`src/rtl/match_ctrl.sv`:
```
// Match controller: serve/rally/point/over sequencing, scoring, pause and physics-engine gating.
// Define MATCH_CTRL_DEUCE_EN to require a two-point lead to win (first to 15 always wins).
module match_ctrl #(
  parameter int unsigned WIN_SCORE    = 7,
  parameter int unsigned SERVE_FRAMES = 60,
  parameter int unsigned POINT_FRAMES = 90
) (
  input  logic       clk,
  input  logic       rst_n,
  input  logic       i_frame_tick,
  input  logic       i_start_btn,
  input  logic       i_pause_btn,
  input  logic       i_phys_game_over,
  input  logic [1:0] i_phys_winner,
  input  logic       i_phys_valid,
  output logic       o_phys_en,
  output logic       o_phys_rst_n,
  output logic [3:0] o_p1_score,
  output logic [3:0] o_p2_score,
  output logic [2:0] o_state,
  output logic [1:0] o_match_winner,
  output logic       o_paused
);

  localparam int unsigned MaxFrames = (SERVE_FRAMES > POINT_FRAMES) ? SERVE_FRAMES : POINT_FRAMES;
  localparam int unsigned CntW      = (MaxFrames < 1) ? 1 : $clog2(MaxFrames + 1);
  localparam logic [CntW-1:0] ServeLoad = CntW'(SERVE_FRAMES);
  localparam logic [CntW-1:0] PointLoad = CntW'(POINT_FRAMES);
  localparam logic [3:0]      WinScore  = 4'(WIN_SCORE);

  typedef enum logic [2:0] {
    StIdle  = 3'd0,
    StServe = 3'd1,
    StRally = 3'd2,
    StPoint = 3'd3,
    StOver  = 3'd4
  } state_e;

  state_e          r_state, w_state_d;
  logic [CntW-1:0] r_cnt, w_cnt_d;
  logic [3:0]      r_p1, w_p1_d, r_p2, w_p2_d;
  logic [1:0]      r_winner, w_winner_d;
  logic            r_paused, w_paused_d;
  logic            r_phys_en, w_phys_en_d;
  logic            r_phys_rst_n, w_phys_rst_n_d;
  logic            r_start_prev, r_pause_prev;

  logic w_start_rise, w_pause_rise, w_count_done, w_tick_en;
  logic w_p1_wins, w_p2_wins;

  assign w_start_rise = i_start_btn & ~r_start_prev;
  assign w_pause_rise = i_pause_btn & ~r_pause_prev;
  assign w_count_done = (r_cnt == '0) && !r_paused;
  assign w_tick_en    = i_frame_tick && !r_paused;

`ifdef MATCH_CTRL_DEUCE_EN
  assign w_p1_wins = ((r_p1 >= WinScore) && ({1'b0, r_p1} >= {1'b0, r_p2} + 5'd2)) ||
                     ((r_p1 == 4'd15) && (r_p2 != 4'd15));
  assign w_p2_wins = ((r_p2 >= WinScore) && ({1'b0, r_p2} >= {1'b0, r_p1} + 5'd2)) ||
                     ((r_p2 == 4'd15) && (r_p1 != 4'd15));
`else
  assign w_p1_wins = (r_p1 >= WinScore);
  assign w_p2_wins = (r_p2 >= WinScore);
`endif

  always_comb begin
    w_state_d      = r_state;
    w_cnt_d        = r_cnt;
    w_p1_d         = r_p1;
    w_p2_d         = r_p2;
    w_winner_d     = r_winner;
    w_paused_d     = r_paused;
    w_phys_en_d    = 1'b0;
    w_phys_rst_n_d = 1'b1;

    if (w_pause_rise && (r_state == StServe || r_state == StRally || r_state == StPoint)) begin
      w_paused_d = ~r_paused;
    end

    unique case (r_state)
      StIdle, StOver: begin
        if (w_start_rise) begin
          w_state_d      = StServe;
          w_cnt_d        = ServeLoad;
          w_p1_d         = 4'd0;
          w_p2_d         = 4'd0;
          w_winner_d     = 2'd0;
          w_paused_d     = 1'b0;
          w_phys_rst_n_d = 1'b0;
        end
      end
      StServe: begin
        if (w_count_done) begin
          w_state_d = StRally;
        end else if (w_tick_en) begin
          w_cnt_d = r_cnt - 1'b1;
        end
      end
      StRally: begin
        if (i_phys_valid && i_phys_game_over) begin
          w_state_d = StPoint;
          w_cnt_d   = PointLoad;
          if (i_phys_winner == 2'd1 && r_p1 != 4'd15) w_p1_d = r_p1 + 4'd1;
          if (i_phys_winner == 2'd2 && r_p2 != 4'd15) w_p2_d = r_p2 + 4'd1;
        end else if (i_frame_tick && !w_paused_d) begin
          // Pulse lands the cycle after the tick, gated by the pause state it will be seen with.
          w_phys_en_d = 1'b1;
        end
      end
      StPoint: begin
        if (w_count_done) begin
          if (w_p1_wins || w_p2_wins) begin
            w_state_d  = StOver;
            w_winner_d = w_p1_wins ? 2'd1 : 2'd2;
            w_paused_d = 1'b0;
          end else begin
            w_state_d      = StServe;
            w_cnt_d        = ServeLoad;
            w_phys_rst_n_d = 1'b0;
          end
        end else if (w_tick_en) begin
          w_cnt_d = r_cnt - 1'b1;
        end
      end
      default: w_state_d = StIdle;
    endcase
  end

  // Button history resets high so a button held through reset never reads as a press.
  always_ff @(posedge clk or negedge rst_n) begin
    if (!rst_n) begin
      r_state      <= StIdle;
      r_cnt        <= '0;
      r_p1         <= 4'd0;
      r_p2         <= 4'd0;
      r_winner     <= 2'd0;
      r_paused     <= 1'b0;
      r_phys_en    <= 1'b0;
      r_phys_rst_n <= 1'b0;
      r_start_prev <= 1'b1;
      r_pause_prev <= 1'b1;
    end else begin
      r_state      <= w_state_d;
      r_cnt        <= w_cnt_d;
      r_p1         <= w_p1_d;
      r_p2         <= w_p2_d;
      r_winner     <= w_winner_d;
      r_paused     <= w_paused_d;
      r_phys_en    <= w_phys_en_d;
      r_phys_rst_n <= w_phys_rst_n_d;
      r_start_prev <= i_start_btn;
      r_pause_prev <= i_pause_btn;
    end
  end

  assign o_state        = r_state;
  assign o_p1_score     = r_p1;
  assign o_p2_score     = r_p2;
  assign o_match_winner = r_winner;
  assign o_paused       = r_paused;
  assign o_phys_en      = r_phys_en;
  assign o_phys_rst_n   = r_phys_rst_n;

endmodule

```
`config.mk`:
```
export PLATFORM = sky130hd
export DESIGN_NAME = match_ctrl
export DESIGN_NICKNAME = d
export VERILOG_FILES = /design/src/rtl/match_ctrl.sv
export SDC_FILE = /design/constraint.sdc
export NUM_CORES = 1
export LEC_CHECK = 0
export BUFFER_PORTS_ARGS = -buffer_cell sky130_fd_sc_hd__buf_2
export CELL_PAD_IN_SITES_DETAIL_PLACEMENT = 1
export CELL_PAD_IN_SITES_GLOBAL_PLACEMENT = 1
export CORE_ASPECT_RATIO = 1.75
export CORE_MARGIN = 1.5
export CORE_UTILIZATION = 46
export CTS_CLUSTER_DIAMETER = 120
export CTS_CLUSTER_SIZE = 10
export DETAILED_ROUTE_END_ITERATION = 16
export PLACE_DENSITY_LB_ADDON = 0.1
export SETUP_SLACK_MARGIN = 0.4
export SKIP_LAST_GASP = 1
export SLEW_MARGIN = 20
export SYNTH_ARGS = -nofsm -noshare
export SYNTH_HDL_FRONTEND = slang
export SYNTH_SLANG_ARGS = --single-unit
```
`constraint.sdc`:
```
create_clock -name clk -period 4.6 [get_ports clk]
set_input_delay 0.23 -clock clk [delete_from_list [all_inputs] [get_ports clk]]
set_output_delay 0.23 -clock clk [all_outputs]
set_load 0.03 [all_outputs]
```
* Word-level counts from Yosys, hierarchy flattened
Cells that the tools add are included.
** Storage, ports and cells
- Output and inout port bits :: 16
- Flip-flop bits (word level) :: 25
- Bits in writable memories :: 0
- Latch bits :: 0
- Memories :: 0
- Word-level logic and storage cells :: 97
- Memory bits (read-only) :: 0
** Operators by class
- Magnitude comparators :: 2
- Bitwise logic cells :: 5
- Shift operators :: 0
- Reduce and logical (&&, ||, !) cells :: 23
- Multiplexer cells :: 37
- Add/sub/neg operators :: 3
- Divide/modulo/power cells :: 0
- $mul :: 0
- Equality and inequality tests :: 17
** Operator list (count)
- 7-bit 2-to-1 mux :: 6
- 7-bit one-hot mux with 4 select lines :: 1
- 4-bit 2-to-1 mux :: 5
- 4-bit one-hot mux with 2 select lines :: 2
- 4-bit AND reduction :: 4
- 3-bit 2-to-1 mux :: 5
- 3-bit one-hot mux with 4 select lines :: 1
- 1-bit 2-to-1 mux :: 10
- 4-bit by 1-bit adder with 4-bit output, second input constant :: 2
- 4-bit by 3-bit >= comparator with 1-bit output, second input constant :: 2
- 2-bit 2-to-1 mux :: 4
- 2-bit by 1-bit inequality test with 1-bit output, second input constant :: 4
- 2-bit inequality test, second input constant :: 4
- 4-bit inequality test, second input constant :: 2
- 1-bit logical AND :: 7
- 7-bit zero test :: 1
- 7-bit by 1-bit subtractor with 7-bit output, second input constant :: 1
- 3-bit by 2-bit equality test with 1-bit output, second input constant :: 2
- 5-bit AND reduction :: 1
- 1-bit one-hot mux with 2 select lines :: 2
- 2-bit one-hot mux with 2 select lines :: 1
- 2-bit nonzero test :: 2
- 4-bit nonzero test :: 1
- 3-bit by 1-bit equality test with 1-bit output, second input constant :: 1
- other kinds (10) :: 16

* Logic depth before layout (Yosys ltp)
Gate-level depths: netlist of run 1.
- Depth in word-level cells :: 10
- Gate-level depth with buffers :: 9
- Gate-level depth less buffers :: 7

* Least setup slack after synthesis of run 1
No wires, ideal clock.
- Kind :: register -> register
- Start :: register r_p2[0] (netlist: o_p2_score[0])
- End :: register r_p2[3] (netlist: o_p2_score[3])
- Stages on the path, launching flop included :: 7
- Path buffers :: 0
- Clock period less this slack :: 1.935 ns
- Path slack :: 2.665 ns
- Arrival :: 1.866 ns
- Cells stage by stage :: dfrtp_1 ha_1 and3_1 o41ai_4 nand4_1 or4b_1 nand3_1
** On the way
- Cells in the longest elaborated chain, start to end :: 4
- Elaborated cells between the ends (all ways) :: 8
- Classes of those cells :: 1 x add/sub; 2 x eq/ne; 3 x mux; 2 x reduce/logical
** Ends and longest elaborated chain
- from (decl) :: RTL line 41 : logic [3:0] r_p1, w_p1_d, r_p2, w_p2_d;
- from (signal assigned) :: RTL line 146 : r_p2 <= w_p2_d;
- 4-bit by 1-bit adder with 4-bit output / 4-bit inequality test (equally long branches) :: RTL line 104 : if (i_phys_winner == 2'd2 && r_p2 != 4'd15) w_p2_d = r_p2 + 4'd1;
- 4-bit 2-to-1 mux / 1-bit logical AND (equally long branches) :: RTL line 104
- 4-bit 2-to-1 mux / 2-bit by 1-bit inequality test with 1-bit output (equally long branches)
- 4-bit one-hot mux with 2 select lines / 4-bit AND reduction (equally long branches)
Parallel ways exist; a longest one is shown, timed or not. The select of a mux whose other input is x is not followed.
A chain may end at the register's enable or synchronous reset.

* Final worst setup path of run 1
- Start :: register r_state[1] (netlist: o_state[1])
- End :: register r_cnt[2]
** On the way
- Cells in the longest elaborated chain, start to end :: 4
- Elaborated cells between the ends (all ways) :: 13
- Classes of those cells :: 8 x eq/ne; 1 x mux; 4 x reduce/logical
** Ends and longest elaborated chain
- from (decl) :: RTL line 39 : state_e r_state, w_state_d;
- from (signal assigned) :: RTL line 132 : r_state <= StIdle;
- from (signal assigned) :: RTL line 143 : r_state <= w_state_d;
- 3-bit equality test / 3-bit zero test (equally long branches) :: RTL line 80 : unique case (r_state)
- 2-bit OR reduction :: RTL line 80
- 4-bit nonzero test (no line) / 2-bit inequality test (equally long branches)
- 5-bit AND reduction (no line)
- to (signal assigned) :: RTL line 144 : r_cnt <= w_cnt_d;
- to (decl) :: RTL line 40 : logic [CntW-1:0] r_cnt, w_cnt_d;
Parallel ways exist; a longest one is shown, timed or not.

==> results of run 1 <==
[timing repair]
action	4_1_cts	5_1_grt
hold buffers	1	0
buffers inserted	0	0
hold endpoints to repair	23	0
[synthesized netlist by cell type (all sizes together) (2+ instances only)]
cell	count
nor2	9
a21oi	6
o211ai	2
a22o	4
buf	7
nor4b	2
xor2	2
ha	3
a21o	2
dfstp	2
nand2b	4
nand3	5
nor2b	3
o221ai	2
nor3	6
o41ai	2
a31oi	4
nand3b	2
mux2	4
and2	3
nand4	2
inv	9
o22ai	4
o21ai	4
nand2	18
and3	4
or4b	2
dfrtp	23
[registers in the layout, indices dropped and copies added, names as in the netlist]
register,cells
r_cnt,7
o_p1_score,4
o_phys_en,1
o_state,3
o_phys_rst_n,1
r_pause_prev,1
o_paused,1
o_match_winner,2
r_start_prev,1
o_p2_score,4
[placed cells by master, fill, tap and decap left out, drive strengths merged, types with 3 or more instances in the layout]
cell,synthesis,final
a31oi,4,4
nor2,9,9
mux2,4,4
nand2b,4,4
and2,3,3
clkbuf,0,3
nor3,6,6
ha,3,3
nor2b,3,3
buf,7,24
o21ai,4,4
nand2,18,18
a22o,4,4
nand3,5,5
o22ai,4,4
inv,9,9
a21oi,6,6
and3,4,4
dfrtp,23,23
[area by class of cell]
class                   count  area, um^2  area share [%]
inverters                   9        33.8            2.00
flip-flops and latches     25         628            37.1
multi-input cells         111         800            47.3
clock buffers               3        41.3            2.44
clock inverters             1        5.00           0.296
well taps                  43        53.8            3.18
repair buffers             25         130            7.69
[per-layer routing]
| metal | GRT usage, % | vias up | wire (um) |
|---|---|---|---|
| met4 | 8.29 | 0 | 100 |
| met5 | 0 | - | 0 |
| met3 | 2.73 | 9 | 70 |
| li1 | - | 597 | - |
| met2 | 40.8 | 22 | 2130 |
| met1 | 23.8 | 605 | 1390 |
[metrics by stage]
step / worst slack (ps) / utilization (%)
4_1_cts: 1930 / 53.8
2_1_floorplan: 2660 / -
5_1_grt: 1740 / 53.8
3_3_place_gp: 2170 / 52.1
6_report: 1930 / 53.8
3_5_place_dp: 1930 / 52.1
[kinds of logic (layout without fill, tap and decap cells)]
family	Yosys count	after routing	share of synthesized area (%)
xor+xnor	3	3	1.73
fa+ha+maj	3	3	2.47
flops	25	25	41.2
buf+inv	16	38	6.24
simple gates	63	63	23.6
mux	4	4	2.96
compound gates	38	38	21.8
[where the power goes]
part	leakage [nW]	total [mW]	internal [mW]	switching [mW]
clock	0.0255	0.132	0.0606	0.0716
combinational	0.444	0.275	0.118	0.157
sequential	0.313	0.344	0.262	0.0817
[path summary, 6_finish.rpt]
path / to / slack, ps
min in group asynchronous: o_p1_score[2] / 490
max in group asynchronous: o_match_winner[0] / 3720
setup reg to reg: r_cnt[2] / 1930
setup / recovery: r_cnt[2] / 1930
hold reg to reg: o_match_winner[0] / 500
hold / removal: r_pause_prev / 60
==> run summary, run 1 <==
Final Hold Viols: 0
CP arrival: 2840 ps
Worst min path class: input pin to register
Largest net degree at the start of global routing: 28
Die H: 79.1 um
Worst Reg-to-Reg Cells: 5
Cell chain of the critical path: o21ba_2, nor2_1, a311oi_2, o211ai_1, o21a_1
Yosys Warn Count: 0
Nets: 187
Buf+Inv Stages, Crit Path: 0
I/O Buffers: 24
Hold depth: 1
Minimum clock period after layout: 2670 ps
Gr ovfl total: 0
Worst-case clock buffer depth: 2
Hold Crit Start: i_pause_btn
Fill cells: 376
Worst path max stage delay: 990 ps
Tot Pwr: 0.752 mW
Least-Margin Pin Slew: 977 ps
Core ar.: 3140 um^2
Synth top area share: 37.8%
Outcome: complete, no violations
Fmax: 374 MHz
Area of the mapped netlist: 1520 um^2
Starting DRT DRC Count: 18
Worst Path Max Fanout: 27
Via count: 1233
Hpwl dp: 2830 um
Clk_lat worst skew: 270 ps
Non-filler instance count after layout: 217
Worst VDD drop: 0.000231 V
Slew Limit Fails: 0
Lkg Pwr: 0.783 nW
#FFs+latches synth: 25
Hold_ws: 62.6 ps
CTS clock-pin slew for the worst setup and hold paths: 90 ps
Sink Count: 25
RSZ-0062 raised after global routing: no
Period utilisation layout: 58.1%
R2r startpoint: o_state[1]
Gates resized, CTS repair: 0
Synth area leader: dfrtp_1
Post-synthesis sequential area ratio: 41.2%
DR pass1 iterations: 4
CTS Buf Count: 3
Critical Path Stages: 5
Syn_area_per_cell: 10.0 um^2
I/O pin count: 25
Starting Density: 48.5%
Critical Path Start: o_state[1]
Synth top area cells: dfrtp_1, nand2_1, o41ai_4
Fraction of registers with async set/reset: 100%
Fin Clk Skew: 2.58 ps
Setup Total Neg Slack: 0 ps
DR WL/cell: 17.0 um
Primary FF master, synth: dfrtp_1
Crit Path Category: register to register
Row count: 27
Slowest CP cell: dfrtp_1
First-pass GRT wire length: 5870 um
Endpoint class of the critical path: register
DRC viols: 0
ANT cells: 0
CP Data Required Time: 4760 ps
RD Place Congestion: 0.826
Post-synth EDFFs: 0
Share of post-route cells with drive strength above 1: 26.4%
Width of the die: 46.5 um
Max_slew headroom: 34.8%
Initial antenna violation count: 0
Maximum Capacitance Violations: 0
GRT Util Overall: 22.1%
Fin area: 1690 um^2
CTS tree: built
Synth unique cells: 48
Syn nets: 164
Vias in the first global route: 1229
Finish-stage setup viols: 0
Placed cell area: 1640 um^2
Detailed Route WL: 3680 um
Area grow syn2layout: 11.1%
Inst Count DP: 212
Pwr per Cell Area: 444 nW/um^2
Top Family by Delay on Critical Path: compound AO/OA/AOI/OAI gates
Syn Inst Count: 152
Root buf cell: clkbuf_8
Antenna-violating nets left: 0
Drt via density: 5.68
CP Launch Type: register
H-tree depth: 1
Die ar.: 3680 um^2
Power figures use the tool's default switching activity.
==> inputs of run 2 (changes only) <==
--- a/config.mk
+++ b/config.mk
@@ -10,7 +10,7 @@
 export CELL_PAD_IN_SITES_GLOBAL_PLACEMENT = 1
 export CORE_ASPECT_RATIO = 1.75
 export CORE_MARGIN = 1.5
-export CORE_UTILIZATION = 46
+export CORE_UTILIZATION = 43
 export CTS_CLUSTER_DIAMETER = 120
 export CTS_CLUSTER_SIZE = 10
 export DETAILED_ROUTE_END_ITERATION = 16
==> constraint.sdc (replaced) <==
create_clock -name clk -period 2.5 [get_ports clk]
set_input_delay 0.125 -clock clk [delete_from_list [all_inputs] [get_ports clk]]
set_output_delay 0.125 -clock clk [all_outputs]
set_load 0.03 [all_outputs]
==> run summary, run 2 (same netlist as run 1, synthesis figures left out) <==
Core ar.: 3400 um^2 (+8.2%)
Area grow syn2layout: 15.9%
Hpwl dp: 2970 um (+4.8%)
Most frequent cells in the layout: buf_2, dfrtp_1, nand2_1
CP Launch Type: register
Hold_ws: 128 ps (+65.6 ps)
Pwr per Cell Area: 804 nW/um^2 (+81%)
I/O Buffers: 24 (unchanged)
Worst path max stage delay: 480 ps (-510 ps)
R2r startpoint: o_state[1]
H-tree depth: 1 (unchanged)
Worst min path class: input pin to register
Fmax: 510 MHz (+36%)
Sink Count: 25 (unchanged)
Outcome: complete, no violations
Via count: 1290 (+4.6%)
Met3 wire length: 84 um (+20%)
Die H: 81.7 um (+3.3%)
Top Family by Delay on Critical Path: compound AO/OA/AOI/OAI gates
Nets: 193 (+3.2%)
I/O pin count: 25 (unchanged)
Slowest CP cell: dfrtp_1
Fin area: 1760 um^2 (+4.3%)
Period utilisation layout: 78.4% (+20 points)
ANT cells: 0 (unchanged)
DR pass1 iterations: 4 (unchanged)
Fin Clk Skew: 6.29 ps (+3.72 ps)
Max FFs per register: 7 (unchanged)
Worst-case clock buffer depth: 2 (unchanged)
Minimum clock period after layout: 1960 ps (-710 ps)
Setup ws final: 539 ps (-1390 ps)
First-pass GRT wire length: 6400 um (+9.1%)
GRT Util Overall: 23.0% (+0.82 points)
M1 wire length: 1540 um (+11%)
Largest net degree at the start of global routing: 26 (-7.1%)
DRC viols: 0 (unchanged)
Slew Limit Fails: 0 (unchanged)
Die ar.: 3920 um^2 (+6.6%)
CTS tree: built
Detailed Route WL: 3890 um (+5.5%)
Root buf cell: clkbuf_8
RSZ-0062 raised after global routing: no
Worst Path Max Fanout: 18 (-33%)
Maximum Capacitance Violations: 0 (unchanged)
Endpoint class of the critical path: register
Worst VDD drop: 0.000365 V (+58%)
Starting DRT DRC Count: 20 (+2)
Postcts setup bufs: 0 (unchanged)
CP arrival: 2140 ps (-700 ps)
CTS Buf Count: 3 (unchanged)
Least-Margin Pin Slew: 589 ps (-388 ps)
Crit Path Category: register to register
Gr ovfl total: 0 (unchanged)
Top routing layer in use: met4
Drt via density: 5.73 (+0.90%)
Width of the die: 48.0 um (+3.2%)
DR WL/cell: 17.3 um (+1.8%)
Initial antenna violation count: 0 (unchanged)
Lkg Pwr: 0.816 nW (+4.2%)
Critical Path Start: o_state[1]
Starting Density: 44.8% (-3.7 points)
Dpl ws: 472 ps (-1460 ps)
Share of post-route cells with drive strength above 1: 28.9% (+2.5 points)
Tot Pwr: 1.42 mW (+89%)
Placed cell area: 1680 um^2 (+2.8%)
Row count: 28 (+3.7%)
Most common cell after layout, fill and taps aside: buf_2
Routed wl met2: 2210 um (+3.9%)
Cell chain of the critical path: buf_12, nor4b_4, nor2_1, a311oi_2, buf_4, o211ai_1, o21a_1
Setup Total Neg Slack: 0 ps (unchanged)
Hold Crit Start: i_frame_tick
Vias in the first global route: 1360 (+11%)
RD Place Congestion: 0.749 (-9.3%)
Most flop-heavy register: r_cnt
CP Data Required Time: 2680 ps (-2080 ps)
Max_slew headroom: 60.7% (+26 points)
Final Hold Viols: 0 (unchanged)
Antenna-violating nets left: 0 (unchanged)
CTS clock-pin slew for the worst setup and hold paths: 90 ps (about the same)
Finish-stage setup viols: 0 (unchanged)
Buf+Inv Stages, Crit Path: 2 (+2)
Clk_lat worst skew: 280 ps (about the same)
[run 2: final timing paths]
| path | to | slack [ps] | cells past startpoint |
|---|---|---|---|
| setup reg to reg | r_cnt[2] | 540 | 7 |
| hold reg to reg | o_match_winner[1] | 530 | 1 |
| hold / removal | o_phys_en | 130 | 2 |
| max in group asynchronous | r_cnt[5] | 1720 | 2 |
| setup / recovery | r_cnt[2] | 540 | 7 |
| min in group asynchronous | r_cnt[3] | 400 | 2 |
[run 2: report_power, final]
group          switching [mW]  internal, mW  leakage [nW]
clock network           0.138         0.112        0.0255
registers               0.110         0.484         0.313
logic                   0.322         0.251         0.477
total                   0.571         0.847         0.816
[run 2: through the flow]
stage                     utilization [%]  instances
after floorplan                         -        152
after CTS                            51.7        225
after global placement               49.4        218
final                                51.9        225
after detailed placement             49.4        218
after global routing                 51.9        225
[run 2: cell type report]
cell class                      count  area (um^2)
Clock buffer                        3         41.3
Clock inverter                      1         5.00
Fill cell                         416         1630
Inverter                            9         33.8
Multi-Input combinational cell    111          807
Sequential cell                    25          628
Tap cell                           45         56.3
Timing Repair Buffer               31          193
[run 2: layer usage]
metal  vias up  track usage (%)
li1        614                -
met1       646             25.5
met2        22             42.7
met3         8             2.42
met4         0             7.03
met5         -                0
[run 2: what timing repair did]
item | 4_1_cts | 5_1_grt
gates resized for setup | 0 | 2
setup endpoints to repair | 0 | 4
endpoints found under the hold margin | 25 | 0
hold buffers | 3 | 0
==> inputs of run 3 (changes only) <==
--- a/config.mk
+++ b/config.mk
@@ -5,12 +5,13 @@
 export SDC_FILE = /design/constraint.sdc
 export NUM_CORES = 1
 export LEC_CHECK = 0
+export ABC_AREA = 1
 export BUFFER_PORTS_ARGS = -buffer_cell sky130_fd_sc_hd__buf_2
 export CELL_PAD_IN_SITES_DETAIL_PLACEMENT = 1
 export CELL_PAD_IN_SITES_GLOBAL_PLACEMENT = 1
 export CORE_ASPECT_RATIO = 1.75
 export CORE_MARGIN = 1.5
-export CORE_UTILIZATION = 43
+export CORE_UTILIZATION = 36
 export CTS_CLUSTER_DIAMETER = 120
 export CTS_CLUSTER_SIZE = 10
 export DETAILED_ROUTE_END_ITERATION = 16
==> constraint.sdc (replaced) <==
create_clock -name clk -period 1.69 [get_ports clk]
set_input_delay 0.0845 -clock clk [delete_from_list [all_inputs] [get_ports clk]]
set_output_delay 0.0845 -clock clk [all_outputs]
set_load 0.03 [all_outputs]
==> run summary, run 3 <==
ANT cells: 0 (unchanged)
CTS clock-pin slew for the worst setup and hold paths: 90 ps (about the same)
Dpl ws: 76.0 ps (-396 ps)
Via count: 1670 (+29%)
Most common cell after layout, fill and taps aside: nand2_1
CP Data Required Time: 1910 ps (-770 ps)
Setup Total Neg Slack: 0 ps (unchanged)
DR pass1 iterations: 4 (unchanged)
DR WL/cell: 16.6 um (-3.8%)
Drt via density: 5.03 (-12%)
Post-synthesis sequential area ratio: 41.0% (-0.27 points)
Row count: 31 (+11%)
Minimum clock period after layout: 1490 ps (-473 ps)
Final Util: 57.3% (+5.4 points)
Syn_area_per_cell: 7.20 um^2 (-28%)
Antenna-violating nets left: 0 (unchanged)
R2r startpoint: o_state[0]
Clk_lat worst skew: 280 ps (about the same)
RSZ-0062 raised after global routing: yes
CP Launch Type: register
Maximum Capacitance Violations: 0 (unchanged)
Yosys Warn Count: 0 (unchanged)
Core ar.: 4110 um^2 (+21%)
Most flop-heavy register: r_cnt
Fill cells: 543 (+31%)
Gr ovfl total: 0 (unchanged)
Synth top area share: 37.6% (-0.25 points)
Share of total power in combinational logic: 67.8% (+27 points)
Max FFs per register: 7 (unchanged)
Period utilisation layout: 88.0% (+9.6 points)
Synth unique cells: 24 (-50%)
Slew Limit Fails: 0 (unchanged)
Fin Clk Skew: 3.12 ps (-3.17 ps)
First-pass GRT wire length: 8180 um (+28%)
Internal reg-to-reg setup slack: 200 ps (-340 ps)
RD Place Congestion: 0.779 (+4.0%)
Area grow syn2layout: 53.6%
Cell-internal power: 2.08 mW (+150%)
Count leader, synth: nand2_1
Fraction of registers with async set/reset: 100% (unchanged)
Largest net degree at the start of global routing: 26 (unchanged)
Placed cell area: 1820 um^2 (+8.3%)
Endpoint class of the critical path: register
NetSw: 2.11 mW (+270%)
Final Hold Viols: 0 (unchanged)
Inst Count DP: 291 (+33%)
CP arrival: 1710 ps (-430 ps)
Worst min path class: input pin to register
#FFs+latches synth: 25 (unchanged)
Non-filler instance count after layout: 332 (+48%)
Sw frac: 50.4% (+10 points)
Hpwl dp: 3520 um (+19%)
Fmax: 672 MHz (+32%)
Crit Path Category: register to register
Sink Count: 25 (unchanged)
Critical R2R Capture: r_cnt[2]
Root buf cell: clkbuf_8
Clk network pwr share: 9.0% (-8.6 points)
Synth cell count leaders: nand2_1, dfrtp_1, inv_1, nor2_1, nand3_1
Area of the multi-input gates: 1040 um^2 (+29%)
Most frequent cells in the layout: nand2_1, buf_4, buf_2
Worst VDD drop: 0.000823 V (+130%)
Detailed Route WL: 5520 um (+42%)
Pwr per Cell Area: 1780 nW/um^2 (+120%)
Max_slew headroom: 58.9% (-1.8 points)
I/O Buffers: 24 (unchanged)
Syn nets: 225 (+37%)
H-tree depth: 1 (unchanged)
Nets: 296 (+53%)
Register area: 637 um^2 (+1.4%)
Critical Path Start: o_state[0]
Worst Reg-to-Reg Cells: 7 (unchanged)
Area of the mapped netlist: 1530 um^2 (+0.66%)
Die H: 89.3 um (+9.3%)
Lkg Pwr: 1.23 nW (+50%)
Synth top area cells: dfrtp_1, nand2_1, inv_1
Initial antenna violation count: 0 (unchanged)
Setup ws final: 202 ps (-337 ps)
GRT Util Overall: 24.1% (+1.2 points)
Share of post-route cells with drive strength above 1: 47.7% (+19 points)
I/O pin count: 25 (unchanged)
CTS Buf Count: 3 (unchanged)
Starting Density: 37.3% (-7.5 points)
Least-Margin Pin Slew: 617 ps (+27.5 ps)
Starting DRT DRC Count: 15 (-25%)
Die ar.: 4670 um^2 (+19%)
Syn Inst Count: 213 (+40%)
Vias in the first global route: 1770 (+30%)
Outcome: complete, no violations
Synth area leader: dfrtp_1
Width of the die: 52.3 um (+9.0%)
Post-synth EDFFs: 0 (unchanged)
CTS tree: built
Primary FF master, synth: dfrtp_1
Finish-stage setup viols: 0 (unchanged)
Flop pwr share: 23.1% (-19 points)
DRC viols: 0 (unchanged)
Crit path to: r_cnt[2]
Worst Path Max Fanout: 8 (-10)
Fin area: 2350 um^2 (+33%)
Worst-case clock buffer depth: 2 (unchanged)
[run 3: cell count changes after synthesis, moves of 7 or more]
cell / before / now
nand2_1: 18 / 87
inv_1: 9 / 19
nand3_1: 5 / 13
nand2_2: 0 / 7
nor2_1: 9 / 16
[run 3: worst min path at each step]
stage	startpoint	endpoint	slack (ps)	cells past startpoint
final	i_frame_tick	o_phys_en	90	3
after CTS	i_frame_tick	o_phys_en	50	3
after global placement	rst_n	r_cnt[0]	120	1
after detailed placement	rst_n	r_cnt[0]	130	1
after global routing	i_frame_tick	o_phys_en	110	3
after floorplan	rst_n	o_match_winner[0]	-210	0
[run 3: cell type report]
type                    instances  area share (%)
multi-input cells             163            44.4
flip-flops and latches         25            27.0
repair buffers                 66            19.4
inverters                      25            4.62
well taps                      49            2.60
clock buffers                   4            1.91
[run 3: critical path, cell delays in order (launching register included)]
cell     delay, ps
dfrtp_2        460
nand2_2        150
inv_1          120
nand2_2        150
nand2_2        100
a21oi_4        260
nand2_1        110
nand2_1         70
[run 3: stage by stage]
| step | hold WS, ps | power (mW) |
|---|---|---|
| 5_1_grt | 107 | 4.47 |
| 3_5_place_dp | 131 | 2.94 |
| 3_3_place_gp | 124 | 2.89 |
| 4_1_cts | 53.6 | 3.70 |
| 6_report | 90.8 | 4.18 |
| 2_1_floorplan | -211 | 2.35 |
[run 3: timing repair]
item                       in CTS  in global routing
hold buffers                    3                  0
hold endpoints to repair       25                  0
gates resized for setup        24                 34
pin swaps                      22                 30
setup endpoints to repair      23                 23
setup buffers                  24                 10
[run 3: logic make-up (layout without fill, tap and decap cells)]
kind of cell             count (synthesis)  after routing  synth area share (%)
buffers and inverters                   25             95                  6.12
adder cells (fa/ha/maj)                  3              3                  2.45
flip-flops                              25             25                  41.0
XOR/XNOR                                 5              5                  2.86
AO/OA/AOI/OAI                           19             19                  7.92
AND/OR/NAND/NOR                        136            136                  39.7
[run 3: power groups by stage]
stage          logic, mW  registers, mW  clock network (mW)
6_report            2.84          0.968               0.378
5_1_grt             3.08          0.987               0.402
4_1_cts             2.37          0.946               0.379
3_5_place_dp        1.95          0.983                   0
3_3_place_gp        1.91          0.981                   0
2_1_floorplan       1.21           1.13                   0
[run 3: routing by layer]
| metal | up-vias | routed length (um) | GRT usage [%] |
|---|---|---|---|
| li1 | 804 | - | - |
| met1 | 820 | 1900 | 22.1 |
| met2 | 29 | 3310 | 49.5 |
| met3 | 17 | 84 | 2.17 |
| met4 | 0 | 229 | 11.7 |
| met5 | - | 0 | 0 |
